`src/rtl/fir_mac_sequencer_pkg.sv`:
```
// Shared constants, default coefficients and FSM state type for the
// time-multiplexed 4-tap FIR sequencer.
package fir_pkg;

  localparam int N_TAPS       = 4;
  localparam int DATA_WIDTH   = 18;
  localparam int COEFF_WIDTH  = 18;
  localparam int PROD_WIDTH   = DATA_WIDTH + COEFF_WIDTH;
  localparam int OUTPUT_WIDTH = DATA_WIDTH + COEFF_WIDTH + 2;

  localparam logic [COEFF_WIDTH-1:0] DEF_COEF0 = COEFF_WIDTH'(10);
  localparam logic [COEFF_WIDTH-1:0] DEF_COEF1 = COEFF_WIDTH'(20);
  localparam logic [COEFF_WIDTH-1:0] DEF_COEF2 = COEFF_WIDTH'(30);
  localparam logic [COEFF_WIDTH-1:0] DEF_COEF3 = COEFF_WIDTH'(40);

  typedef enum logic [1:0] {
    IDLE = 2'd0,
    MAC  = 2'd1,
    HOLD = 2'd2
  } state_t;

  function automatic logic [COEFF_WIDTH-1:0] default_coef(input logic [1:0] idx);
    case (idx)
      2'd0:    return DEF_COEF0;
      2'd1:    return DEF_COEF1;
      2'd2:    return DEF_COEF2;
      default: return DEF_COEF3;
    endcase
  endfunction

endpackage

```
`src/rtl/fir_mac_unit.sv`:
```
// Registered signed multiply-accumulate: one product per enabled cycle,
// sign-extended into a guard-bit accumulator.
module fir_mac_unit
  import fir_pkg::*;
(
  input  logic                    clk,
  input  logic                    reset_n,
  input  logic                    i_clear,
  input  logic                    i_en,
  input  logic [DATA_WIDTH-1:0]   i_a,
  input  logic [COEFF_WIDTH-1:0]  i_b,
  output logic [OUTPUT_WIDTH-1:0] o_acc
);

  logic signed [PROD_WIDTH-1:0] w_prod;
  logic [OUTPUT_WIDTH-1:0]      w_prod_ext;
  logic [OUTPUT_WIDTH-1:0]      w_acc_next;
  logic [OUTPUT_WIDTH-1:0]      r_acc;

  assign w_prod     = $signed(i_a) * $signed(i_b);
  assign w_prod_ext = {{(OUTPUT_WIDTH-PROD_WIDTH){w_prod[PROD_WIDTH-1]}}, w_prod};
  assign w_acc_next = r_acc + w_prod_ext;

  always_ff @(posedge clk) begin
    if (!reset_n) begin
      r_acc <= '0;
    end else if (i_clear) begin
      r_acc <= '0;
    end else if (i_en) begin
      r_acc <= w_acc_next;
    end
  end

  assign o_acc = r_acc;

endmodule

```
`src/rtl/fir_mac_sequencer.sv`:
```
// 4-tap FIR sharing one multiplier: accepts a sample, runs four MAC cycles
// over the delay line, then holds the result until downstream takes it.
module fir_mac_sequencer
  import fir_pkg::*;
(
  input  logic                    clk,
  input  logic                    reset_n,
  input  logic                    in_valid,
  output logic                    in_ready,
  input  logic [DATA_WIDTH-1:0]   in_data,
  output logic                    out_valid,
  input  logic                    out_ready,
  output logic [OUTPUT_WIDTH-1:0] out_data,
  input  logic                    cfg_we,
  input  logic [1:0]              cfg_addr,
  input  logic [COEFF_WIDTH-1:0]  cfg_data,
  output logic                    cfg_err,
  output logic                    busy,
  output logic [1:0]              dbg_state
);

  // Handshakes: a transfer happens on a rising edge where valid and ready are
  // both high; a producer holds valid and data stable until that edge.

  state_t r_state;
  state_t w_state_next;

  logic [DATA_WIDTH-1:0]   r_dl   [N_TAPS];
  logic [COEFF_WIDTH-1:0]  r_coef [N_TAPS];
  logic [1:0]              r_k;
  logic                    r_out_valid;
  logic [OUTPUT_WIDTH-1:0] w_acc;

  logic w_accept;
  logic w_mac_en;
  logic w_last;
  logic w_handshake;
  logic w_cfg_write;

  always_comb begin
    w_state_next = r_state;
    w_accept     = 1'b0;
    w_mac_en     = 1'b0;
    w_last       = 1'b0;
    w_handshake  = 1'b0;
    case (r_state)
      IDLE: begin
        // A coefficient write takes priority over a waiting sample.
        if (in_valid && !cfg_we) begin
          w_accept     = 1'b1;
          w_state_next = MAC;
        end
      end
      MAC: begin
        w_mac_en = 1'b1;
        if (r_k == 2'(N_TAPS-1)) begin
          w_last       = 1'b1;
          w_state_next = HOLD;
        end
      end
      HOLD: begin
        if (out_ready) begin
          w_handshake  = 1'b1;
          w_state_next = IDLE;
        end
      end
      default: w_state_next = IDLE;
    endcase
  end

  always_ff @(posedge clk) begin
    if (!reset_n) begin
      r_state <= IDLE;
    end else begin
      r_state <= w_state_next;
    end
  end

  assign w_cfg_write = cfg_we && (r_state == IDLE);

  always_ff @(posedge clk) begin
    if (!reset_n) begin
      for (int i = 0; i < N_TAPS; i++) begin
        r_dl[i]   <= '0;
        r_coef[i] <= default_coef(2'(i));
      end
      r_k         <= '0;
      r_out_valid <= 1'b0;
    end else begin
      if (w_cfg_write) begin
        r_coef[cfg_addr] <= cfg_data;
      end
      if (w_accept) begin
        r_dl[0] <= in_data;
        for (int i = 1; i < N_TAPS; i++) begin
          r_dl[i] <= r_dl[i-1];
        end
        r_k <= '0;
      end else if (w_mac_en) begin
        r_k <= r_k + 2'd1;
      end
      if (w_last) begin
        r_out_valid <= 1'b1;
      end else if (w_handshake) begin
        r_out_valid <= 1'b0;
      end
    end
  end

  // The accumulator is untouched in HOLD, so it doubles as the output register.
  fir_mac_unit u_mac (
    .clk     (clk),
    .reset_n (reset_n),
    .i_clear (w_accept),
    .i_en    (w_mac_en),
    .i_a     (r_dl[r_k]),
    .i_b     (r_coef[r_k]),
    .o_acc   (w_acc)
  );

  assign in_ready  = (r_state == IDLE) && !cfg_we;
  assign cfg_err   = cfg_we && (r_state != IDLE);
  assign busy      = (r_state != IDLE);
  assign out_valid = r_out_valid;
  assign out_data  = w_acc;
  assign dbg_state = r_state;

endmodule
```
`config.mk`:
```
export PLATFORM = sky130hd
export DESIGN_NAME = fir_mac_sequencer
export DESIGN_NICKNAME = d
export VERILOG_FILES = /design/src/rtl/fir_mac_sequencer_pkg.sv /design/src/rtl/fir_mac_unit.sv /design/src/rtl/fir_mac_sequencer.sv
export SDC_FILE = /design/constraint.sdc
export NUM_CORES = 1
export LEC_CHECK = 0
export CAP_MARGIN = 20
export CORE_ASPECT_RATIO = 1.4
export CORE_MARGIN = 3
export CORE_UTILIZATION = 45
export DETAILED_ROUTE_END_ITERATION = 6
export GPL_TIMING_DRIVEN = 0
export PLACE_DENSITY_LB_ADDON = 0.25
export SLEW_MARGIN = 10
export SYNTH_ARGS = -nofsm -noshare
export SYNTH_HDL_FRONTEND = slang
export SYNTH_SLANG_ARGS = --single-unit
```
`constraint.sdc`:
```
create_clock -name clk -period 8.8 [get_ports clk]
set_input_delay 1.76 -clock clk [delete_from_list [all_inputs] [get_ports clk]]
set_output_delay 1.76 -clock clk [all_outputs]
set_load 0.1 [all_outputs]
```
### Word level (Yosys, flattened, before mapping)

Memory sizes are Yosys's and may differ from the RTL's. A register that Yosys moved wholly into a read port is not among the register bits.
Cells that the tools add are included.

* memories kept: 2
* logic and storage cells: 66
* memory bits (writable): 144
* flip-flop bits (word level): 43
* memory bits (read-only): 0
* output and inout port bits: 44
* bits in latches: 0

Memory list
* r_coef: depth 4, bits a word 18, rd ports 1, clocked after Yosys merged registers in 1, wr ports 4, RTL line fir_mac_sequencer.sv:29 `logic [COEFF_WIDTH-1:0] r_coef [N_TAPS];`
* r_dl: depth 4, bits a word 18, rd ports 4, clocked after Yosys merged registers in 1, wr ports 4, RTL line fir_mac_sequencer.sv:28 `logic [DATA_WIDTH-1:0] r_dl [N_TAPS];`

* order comparisons: 0
* bitwise logic cells: 5
* mux-type cells: 35
* shifts and indexed selects: 0
* $add $sub $neg: 2
* reductions and logical operators: 11
* eq/ne operators: 6
* multiply operators: 1
* div/mod/pow operators: 0

Operator list (number)
* two-way mux 18 bit: 9
* adder 38 bit: 1
* multiplier 18 x 18 -> 36 bit: 1
* OR reduction 18 bit: 1
* two-way mux 1 bit: 17
* two-way mux 2 bit: 8
* != test 2 bit, second input constant: 3
* case mux 2 bit (3 select lines): 1
* == test 2 bit, second input constant: 2
* logical AND 1 bit: 4
* bitwise OR 1 bit: 4
* nonzero test 2 bit: 2
* AND reduction 3 bit: 1
* adder 2 x 1 -> 2 bit, second input constant: 1
* == test 2 x 1 -> 1 bit, second input constant: 1
* zero test 2 bit: 1
* OR reduction 2 bit: 1
* zero test 1 bit: 1
* NOT 1 bit: 1

### Longest topological paths before layout

Gate-level depths: netlist of the first run.

* word-level depth: 8
* mapped depth: 42

### Modules after synthesis

A second synthesis of the first run with hierarchy kept.

* cells, all modules: 2124
* area, all modules: 21804.7 µm²

By module, submodules not included
* fir_mac_unit: area an instance 15264.6 µm², times used 1, cells an instance 1730, sequential area each 760.7 µm²
* fir_mac_sequencer: area an instance 6540.0 µm², times used 1, cells an instance 394, sequential area each 4464.3 µm²

### Worst setup path before layout of the first run

No wires, ideal clock.

* path kind: register to register
* from: register (tool-made name)
* to: register u_mac.r_acc[37], in the netlist u_mac.o_acc[37]
* arrival: 9.056 ns
* slack: -0.327 ns
* cell stages (with the launch flop): 36
* data required time: 8.730 ns
* setup time: 0.070 ns
* path through: dfxtp_1 clkbuf_1 buf_1 clkbuf_1 buf_1 o21ai_1 nor2_1 fa_1 fa_1 inv_1 fa_1 fa_1 inv_1 fa_1 inv_1 fa_1 inv_1 ha_1 and3_1 a221oi_1 a21bo_2 a21oi_1 o21bai_1 a21oi_1 xnor2_1 ha_1 a21o_1 a31o_2 a221o_1 o21a_1 a211oi_2 o31a_1 o21ai_2 xnor2_1 or3_1 a21oi_1

RTL lines
* end signal, assigned: RTL line fir_mac_unit.sv:30 `r_acc <= w_acc_next;`
* end, declared: RTL line fir_mac_unit.sv:18 `logic [OUTPUT_WIDTH-1:0] r_acc;`

==> results of run 1 <==
[layer usage]
layer	vias up	share of wire
li1	7405	-
met1	8104	0.38
met2	578	0.51
met3	175	0.053
met4	2	0.053
met5	-	0.00013
[layout by cell type, fill, tap and decap left out, types with 10 or more instances in the layout]
master             n
a211oi_1          10
a21o_1            31
a21oi_1           71
a21oi_2           13
and2_1           156
buf_4             92
buf_8             11
clkbuf_1          26
clkbuf_16         22
clkdlybuf4s50_1   86
dfxtp_1           43
edfxtp_1         144
fa_1             318
fa_2              12
ha_1             113
ha_4              15
inv_1            384
mux2_2            26
mux2i_1           23
nand2_1          245
nand2_2           10
nand2b_1          28
nand3_1           11
nor2_1           160
nor2b_1           10
o21a_1            14
o21a_4            12
o21ai_0           19
o21ai_2           14
o21ai_4           21
o21bai_1          13
xnor2_1           46
xor2_1            19
[cell families after synthesis]
logic type | share of synthesized area
and+or+nand+nor | 0.146
buffers and inverters | 0.0824
adders and majority gates | 0.381
AOI/OAI and AO/OA | 0.0838
DFF | 0.241
xor gates and xnor gates | 0.0286
muxes | 0.0372
[what timing repair did]
action / 4_1_cts / 5_1_grt
pin swaps: 33 / 51
cloned: 2 / 1
resized for setup: 243 / 114
setup buffers: 46 / 54
setup endpoints to repair: 22 / 11
[per-stage QoR]
stage / setup WS, ns / cells / hold WS, ns / instance area [um2] / util
6_report: -0.0989 / 3052 / 0.481 / 26200 / 0.555
5_1_grt: -0.432 / 3052 / 0.501 / 26200 / 0.555
4_1_cts: -0.0647 / 2998 / 0.482 / 25300 / 0.536
3_5_place_dp: -1.91 / 2929 / 0.470 / 23400 / 0.495
3_3_place_gp: -1.83 / 2925 / 0.460 / 23300 / 0.493
2_1_floorplan: 0.0186 / 2215 / 0.454 / 21700 / -
[worst min-delay path, delay by kind of cell, from the launching register on]
| kind | cells | cell delay (ns) |
|---|---|---|
| compound gates | 1 | 0.05 |
| flops | 1 | 0.33 |
| simple gates | 1 | 0.06 |
[worst max-delay path by stage]
stage | cells past startpoint | slack, ns | endpoint | startpoint
2_1_floorplan | 37 | 0.02 | u_mac.o_acc[37] | flop
3_3_place_gp | 36 | -1.83 | u_mac.o_acc[37] | flop
3_5_place_dp | 36 | -1.91 | u_mac.o_acc[37] | flop
4_1_cts | 36 | -0.06 | u_mac.o_acc[37] | flop
5_1_grt | 43 | -0.43 | u_mac.o_acc[37] | flop
6_report | 43 | -0.1 | u_mac.o_acc[37] | flop
[state kept, by name, summed over array words and instances, names as in the netlist, named ones only]
name         flops
dbg_state        2
out_valid        1
r_coef          72
r_dl            72
r_k              2
u_mac.o_acc     38
[final cells by class]
class                   count  area [um2]
repair buffers            193        1810
plain buffers              69         619
clock buffers              18         429
flip-flops and latches    189        5230
inverters                 394        1490
clock inverters            14         166
well taps                 624         781
multi-input cells        1551       15700
fillers                  4131       21100
==> qor.csv, run 1 <==
metric,value,unit
drt-initial-drc-count,1068,
post-route-period-util,1.01,
crit_path_frequent_cell,inv_1,
htree_levels,4,
synth_cell_types,71,
syn2layout_area_growth,21.0,%
violations,negative setup slack,
min_from,u_mac.o_acc[10],
placementRows,94,
critPathKind,flop to flop,
hold_depth,2,
ys.flop_type,edfxtp_1,
gr-usage-met1,0.276,
drive_above_1_share,0.163,
cp.arrival,9.30,ns
syn_avg_cell_area,9.78,um2
cts_buffer_depth,2,
hold_path_class,flop to flop,
tns,-0.0989,ns
synth_area,21700,um2
die_x,191,um
finalSetupViolations,1,
clock_latency,0.48,ns
hold_viol,0,
via_per_inst,5.33,
rr_endpoint,u_mac.o_acc[37],
grt.overflow.total,0,
synth.net_count,2720,
worst_slew_pin_slew,1.06,ns
status,"complete, but fails checks",
dr.pass1.iters,5,
drc,0,
syn_inst,2215,
grt_busiest_layer,met2,
wirelength,60.3,mm
cap_violations,0,
worstHoldEndpoint,u_mac.o_acc[10],
endpoint_kind,flop,
grt_start_max_net_pins,62,
critPathBufInv,11,
r2r_cells,43,
synth_most_common_cell,inv_1,
slowest_delay,0.53,ns
ant_nets,0,
ioPinCount,87,
antenna_found_initial,1,
synth_edf_count,144,
synth_area_leaders,"fa_1 (30%), edfxtp_1 (20%), ha_1 (7.6%)",
grt_pass1_vias,17300,
num_vias,16300,
grt_setup_unrepaired,true,
hpwl,47.1,mm
synth_warnings,0,
use_met3,0.0414,
fp.dieArea,50900,um2
synth_seq_area_share,0.241,
n_antenna_cell,0,
ys_ff_latch,189,
crit_path_top_delay_cell,fa_1,
initial_core_util,0.458,
grt_util_met2,0.424,
grt_pass1_wl,93.0,mm
r2r_slack,-0.1,ns
cp_top_family,adder cells,
cts_buffers,17,
cts_tree,done,
path_max_fanout,8,
hold_buffers,0,
grt_usage,0.238,
gp_congestion,0.963,
io_buffers,86,
fp.dieH,266,um
nNetsFinal,2920,
wl_per_cell,19.8,um
synth_top_area_frac,0.305,
period_minus_slack,8.90,ns
clkTransAtPathRegs,0.08,ns
clock-sinks,189,
synth_top_cell_by_area,fa_1,
root_buffer,clkbuf_16,
start_kind,flop,
setup_ws,-0.0989,ns
cp.required,9.20,ns
finalClockSkew,0.0162,ns
synthTopCellsByCount,"inv_1 (394), fa_1 (330), nand2_1 (255)",
finalMaxSlewViolations,0,
core-area,47300,um2
maxSlewHeadroom,0.291,
async_flop_share,0,
fmax,0.112,GHz
Power of run 1 is not shown: default switching activity piles up to over one toggle a cycle in this logic, so the estimate is an artifact.
==> inputs of run 2 (changes only) <==
DONT_BUFFER_PORTS = 1   (was unset)
==> run 2 against run 1 <==
Against the previous run:
- the flow still finishes with violations (negative setup slack)
- sequential share of layout area grew 0.53 points
- register-to-register slack hardly changed
- non-clock buffer count down 75
- worst setup slack improved by 0.011 ns
- die area unchanged
- first-iteration DRC count down 12%
- critical path depth shrank 7
- via count is 1.8% lower
- clock-buffer cell count unchanged
- utilization decreased by 1.4 points
- largest cell class unchanged
==> qor.csv, run 2 (same netlist as run 1, synthesis figures left out) <==
metric,value,unit
status,"complete, but fails checks",
violations,negative setup slack,
fp.dieArea,50900,um2
syn2layout_area_growth,17.9,%
start_kind,flop,
placementRows,94,
fillers,4185,
min_from,r_k[1],
finalSetupViolations,1,
fp.dieH,266,um
critPathKind,flop to flop,
critPathBufInv,7,
initial_core_util,0.458,
r2r_slack,-0.09,ns
cts_tree,done,
place_ws,-2.05,ns
cts_buffer_depth,2,
clock_latency,0.48,ns
fmax,0.113,GHz
cap_violations,0,
setup_ws,-0.0881,ns
grt_start_max_net_pins,64,
rr_endpoint,u_mac.o_acc[37],
hpwl,47.0,mm
drive_above_1_share,0.172,
antenna_found_initial,3,
endpoint_kind,flop,
hold_viol,0,
final_cell_mix,"inv_1 (388), fa_1 (317), nand2_1 (241)",
finalMaxSlewViolations,0,
period_minus_slack,8.89,ns
gp_congestion,0.950,
grt_pass1_wl,93.6,mm
clkTransAtPathRegs,0.09,ns
die_x,191,um
grt_util_met2,0.428,
cp.required,9.21,ns
post-route-period-util,1.01,
num_vias,16000,
hold_buffers,0,
ioPinCount,87,
final_common_cell,inv_1,
cp.arrival,9.29,ns
grt.overflow.total,0,
nNetsFinal,2847,
wl_per_cell,20.3,um
via_per_inst,5.36,
dr.pass1.iters,5,
worst_slew_pin_slew,1.13,ns
clock-sinks,189,
root_buffer,clkbuf_16,
r2r_cells,36,
cts_buffers,17,
drc,0,
wirelength,60.6,mm
use_met3,0.0409,
core-area,47300,um2
drt-initial-drc-count,936,
gr-usage-met1,0.287,
grt_busiest_layer,met2,
grt_pass1_vias,17000,
crit_path_top_delay_cell,fa_2,
io_buffers,0,
hold_depth,2,
finalClockSkew,0.0194,ns
grt_setup_unrepaired,true,
ant_nets,0,
maxSlewHeadroom,0.245,
htree_levels,4,
cp_top_family,adder cells,
grt_usage,0.241,
hold_path_class,flop to flop,
slowest_delay,0.54,ns
path_max_fanout,6,
run 2: changes by cell type in the layout (fill, tap and decap cells not counted), moves of 5 or more:
cell,change
buf_4,+11
mux2_4,+6
clkdlybuf4s50_1,-86
a211oi_2,-5
mux2_2,-6
buf_6,+5
run 2: metal layers:
layer	wire length, um	vias to the layer above
met5	0	-
met4	2930	0
met3	3560	159
met2	30700	509
met1	23400	8051
li1	-	7251
run 2: worst max path at each step:
stage,from,end,slack [ns],cells after the start
CTS,flop,u_mac.o_acc[37],-0.04,37
global placement,flop,u_mac.o_acc[37],-1.96,36
floorplan,flop,u_mac.o_acc[37],0.02,37
detailed placement,flop,u_mac.o_acc[37],-2.05,36
global route,flop,u_mac.o_acc[37],-0.38,39
finish,flop,u_mac.o_acc[37],-0.09,36
run 2: metrics by stage:
stage,hold WS [ns],TNS (ns),area [um2],util,instances
after floorplan,0.454,0,21700,-,2215
final,0.485,-0.0881,25600,0.541,2980
after global placement,0.467,-24.96,22500,0.475,2839
after detailed placement,0.483,-24.92,22500,0.476,2841
after global routing,0.520,-1.21,25600,0.540,2979
after CTS,0.487,-0.0436,24800,0.525,2934
run 2: what timing repair did:
item,4_1_cts,5_1_grt
pin swaps,51,44
gates resized for setup,274,95
cloned,5,1
buffers inserted,70,42
setup endpoints to repair,23,15
endpoints found under the hold margin,0,0
run 2: cell type report:
cell class / instances / area, um2 / area share
clock inverter: 13 / 128 / 0.00499
clock buffer: 18 / 429 / 0.0168
sequential: 189 / 5230 / 0.205
multi-input combinational: 1553 / 15800 / 0.618
tap: 624 / 781 / 0.0305
timing repair buffer: 120 / 1090 / 0.0425
buffer: 67 / 619 / 0.0242
inverter: 394 / 1490 / 0.0582
antenna: 2 / 5.00 / 0.000196
run 2: worst min-delay path: stages (launching register included):
cell and delay, ns:
dfxtp_1 0.32, nand2_1 0.05, a21oi_1 0.07
Power of run 2 is left out for the same reason.
==> inputs of run 3 (changes only) <==
CAP_MARGIN = 5   (was 20)
SLEW_MARGIN = 25   (was 10)
==> run 3 against run 2 <==
Against the previous run:
- the flow still finishes with violations (negative setup slack)
- utilization is 0.46 points lower
- via count fell by 0.57%
- final cell count decreased by 0.91%
- non-clock buffer count is 26 lower
- worst hold slack worse by 0.0039 ns
- register-to-register slack lost 0.03 ns
- sequential share of layout area rose by 0.19 points
- critical path type unchanged
- critical endpoint unchanged
==> qor.csv, run 3 (same netlist as run 1, synthesis figures left out) <==
metric,value,unit
status,"complete, but fails checks",
violations,negative setup slack,
clkTransAtPathRegs,0.09,ns
start_kind,flop,
antenna_found_initial,1,
finalMaxSlewViolations,0,
grt_pass1_wl,94.2,mm
cp.arrival,9.34,ns
htree_levels,4,
cap_violations,0,
fp.dieH,266,um
num_vias,15900,
place_ws,-2.01,ns
grt.overflow.total,0,
stdcell_count,2953,
multiInputGateArea,15700,um2
fmax,0.112,GHz
maxSlewHeadroom,0.251,
wirelength,60.3,mm
clock-sinks,189,
path_max_fanout,8,
dp.cells,2841,
io_buffers,0,
crit_path_frequent_cell,fa_1,
via_per_inst,5.38,
wl_per_cell,20.4,um
period_minus_slack,8.92,ns
core-area,47300,um2
hpwl,47.2,mm
drt-initial-drc-count,924,
finalClockSkew,0.0248,ns
fp.dieArea,50900,um2
utilization,0.536,
fillers,4178,
critPathKind,flop to flop,
grt_usage,0.243,
grt_start_max_net_pins,45,
dr.pass1.iters,5,
initial_core_util,0.458,
worst_slew_pin_slew,1.12,ns
placementRows,94,
hold_buffers,0,
grt_setup_unrepaired,true,
cts_tree,done,
hold_path_class,flop to flop,
final_common_cell,inv_1,
setup_ws,-0.122,ns
ant_nets,0,
root_buffer,clkbuf_16,
post-route-period-util,1.01,
gp_congestion,0.950,
slowest_delay,0.56,ns
hold_viol,0,
fin_hold_ws,0.481,ns
final_cell_mix,"inv_1 (384), fa_1 (321), nand2_1 (243)",
syn2layout_area_growth,16.9,%
drive_above_1_share,0.167,
finalSetupViolations,2,
regArea,5240,um2
clock_latency,0.49,ns
grt_pass1_vias,17300,
drc,0,
crit_path_top_delay_cell,fa_1,
die_x,191,um
cp.required,9.21,ns
cts_buffers,17,
nNetsFinal,2820,
endpoint_kind,flop,
cts_buffer_depth,2,
ioPinCount,87,
## run 3: layer usage
layer / global-route usage / vias up / part of all wire
met2: 0.433 / 490 / 0.52
met4: 0.104 / 0 / 0.042
met1: 0.284 / 8050 / 0.38
met5: 0 / - / 0
li1: - / 7201 / -
met3: 0.0473 / 138 / 0.059
## run 3: worst max-delay path: cells and delay by family, from the launching register on
kind	cells	cell delay [ns]
adder cells (fa/ha/maj)	8	3.54
AO/OA/AOI/OAI	12	2.51
AND/OR/NAND/NOR	5	1.04
buffers and inverters	7	0.85
flip-flops	1	0.40
XOR/XNOR	2	0.29
multiplexers	1	0.21
## run 3: area by class of cell
cell class / count / share of cell area
flip-flops and latches: 189 / 0.207
clock inverters: 14 / 0.00662
repair buffers: 94 / 0.0343
multi-input cells: 1552 / 0.621
well taps: 624 / 0.0308
clock buffers: 18 / 0.0169
plain buffers: 67 / 0.0245
diodes: 1 / 0.0000987
inverters: 394 / 0.0588
## run 3: timing repair
| action | 4_1_cts | 5_1_grt |
|---|---|---|
| pin swaps | 44 | 40 |
| endpoints found under the setup margin | 23 | 12 |
| cloned | 7 | 0 |
| hold endpoints to repair | 0 | 0 |
| resized for setup | 266 | 88 |
| setup buffers | 63 | 23 |
## run 3: final timing paths
check          from               to  slack [ns]  cells past startpoint
max reg2reg    flop  u_mac.o_acc[37]       -0.12                     35
min          r_k[1]             flop        0.48                      2
max            flop  u_mac.o_acc[37]       -0.12                     35
min reg2reg  r_k[1]             flop        0.48                      2
## run 3: stage by stage
stage               setup TNS, ns  cell area [um2]
CTS                       -0.0217            24800
global route                -1.80            25300
finish                     -0.140            25300
floorplan                       0            21700
detailed placement         -24.70            22500
global placement           -24.96            22500
Power of run 3 is left out for the same reason.
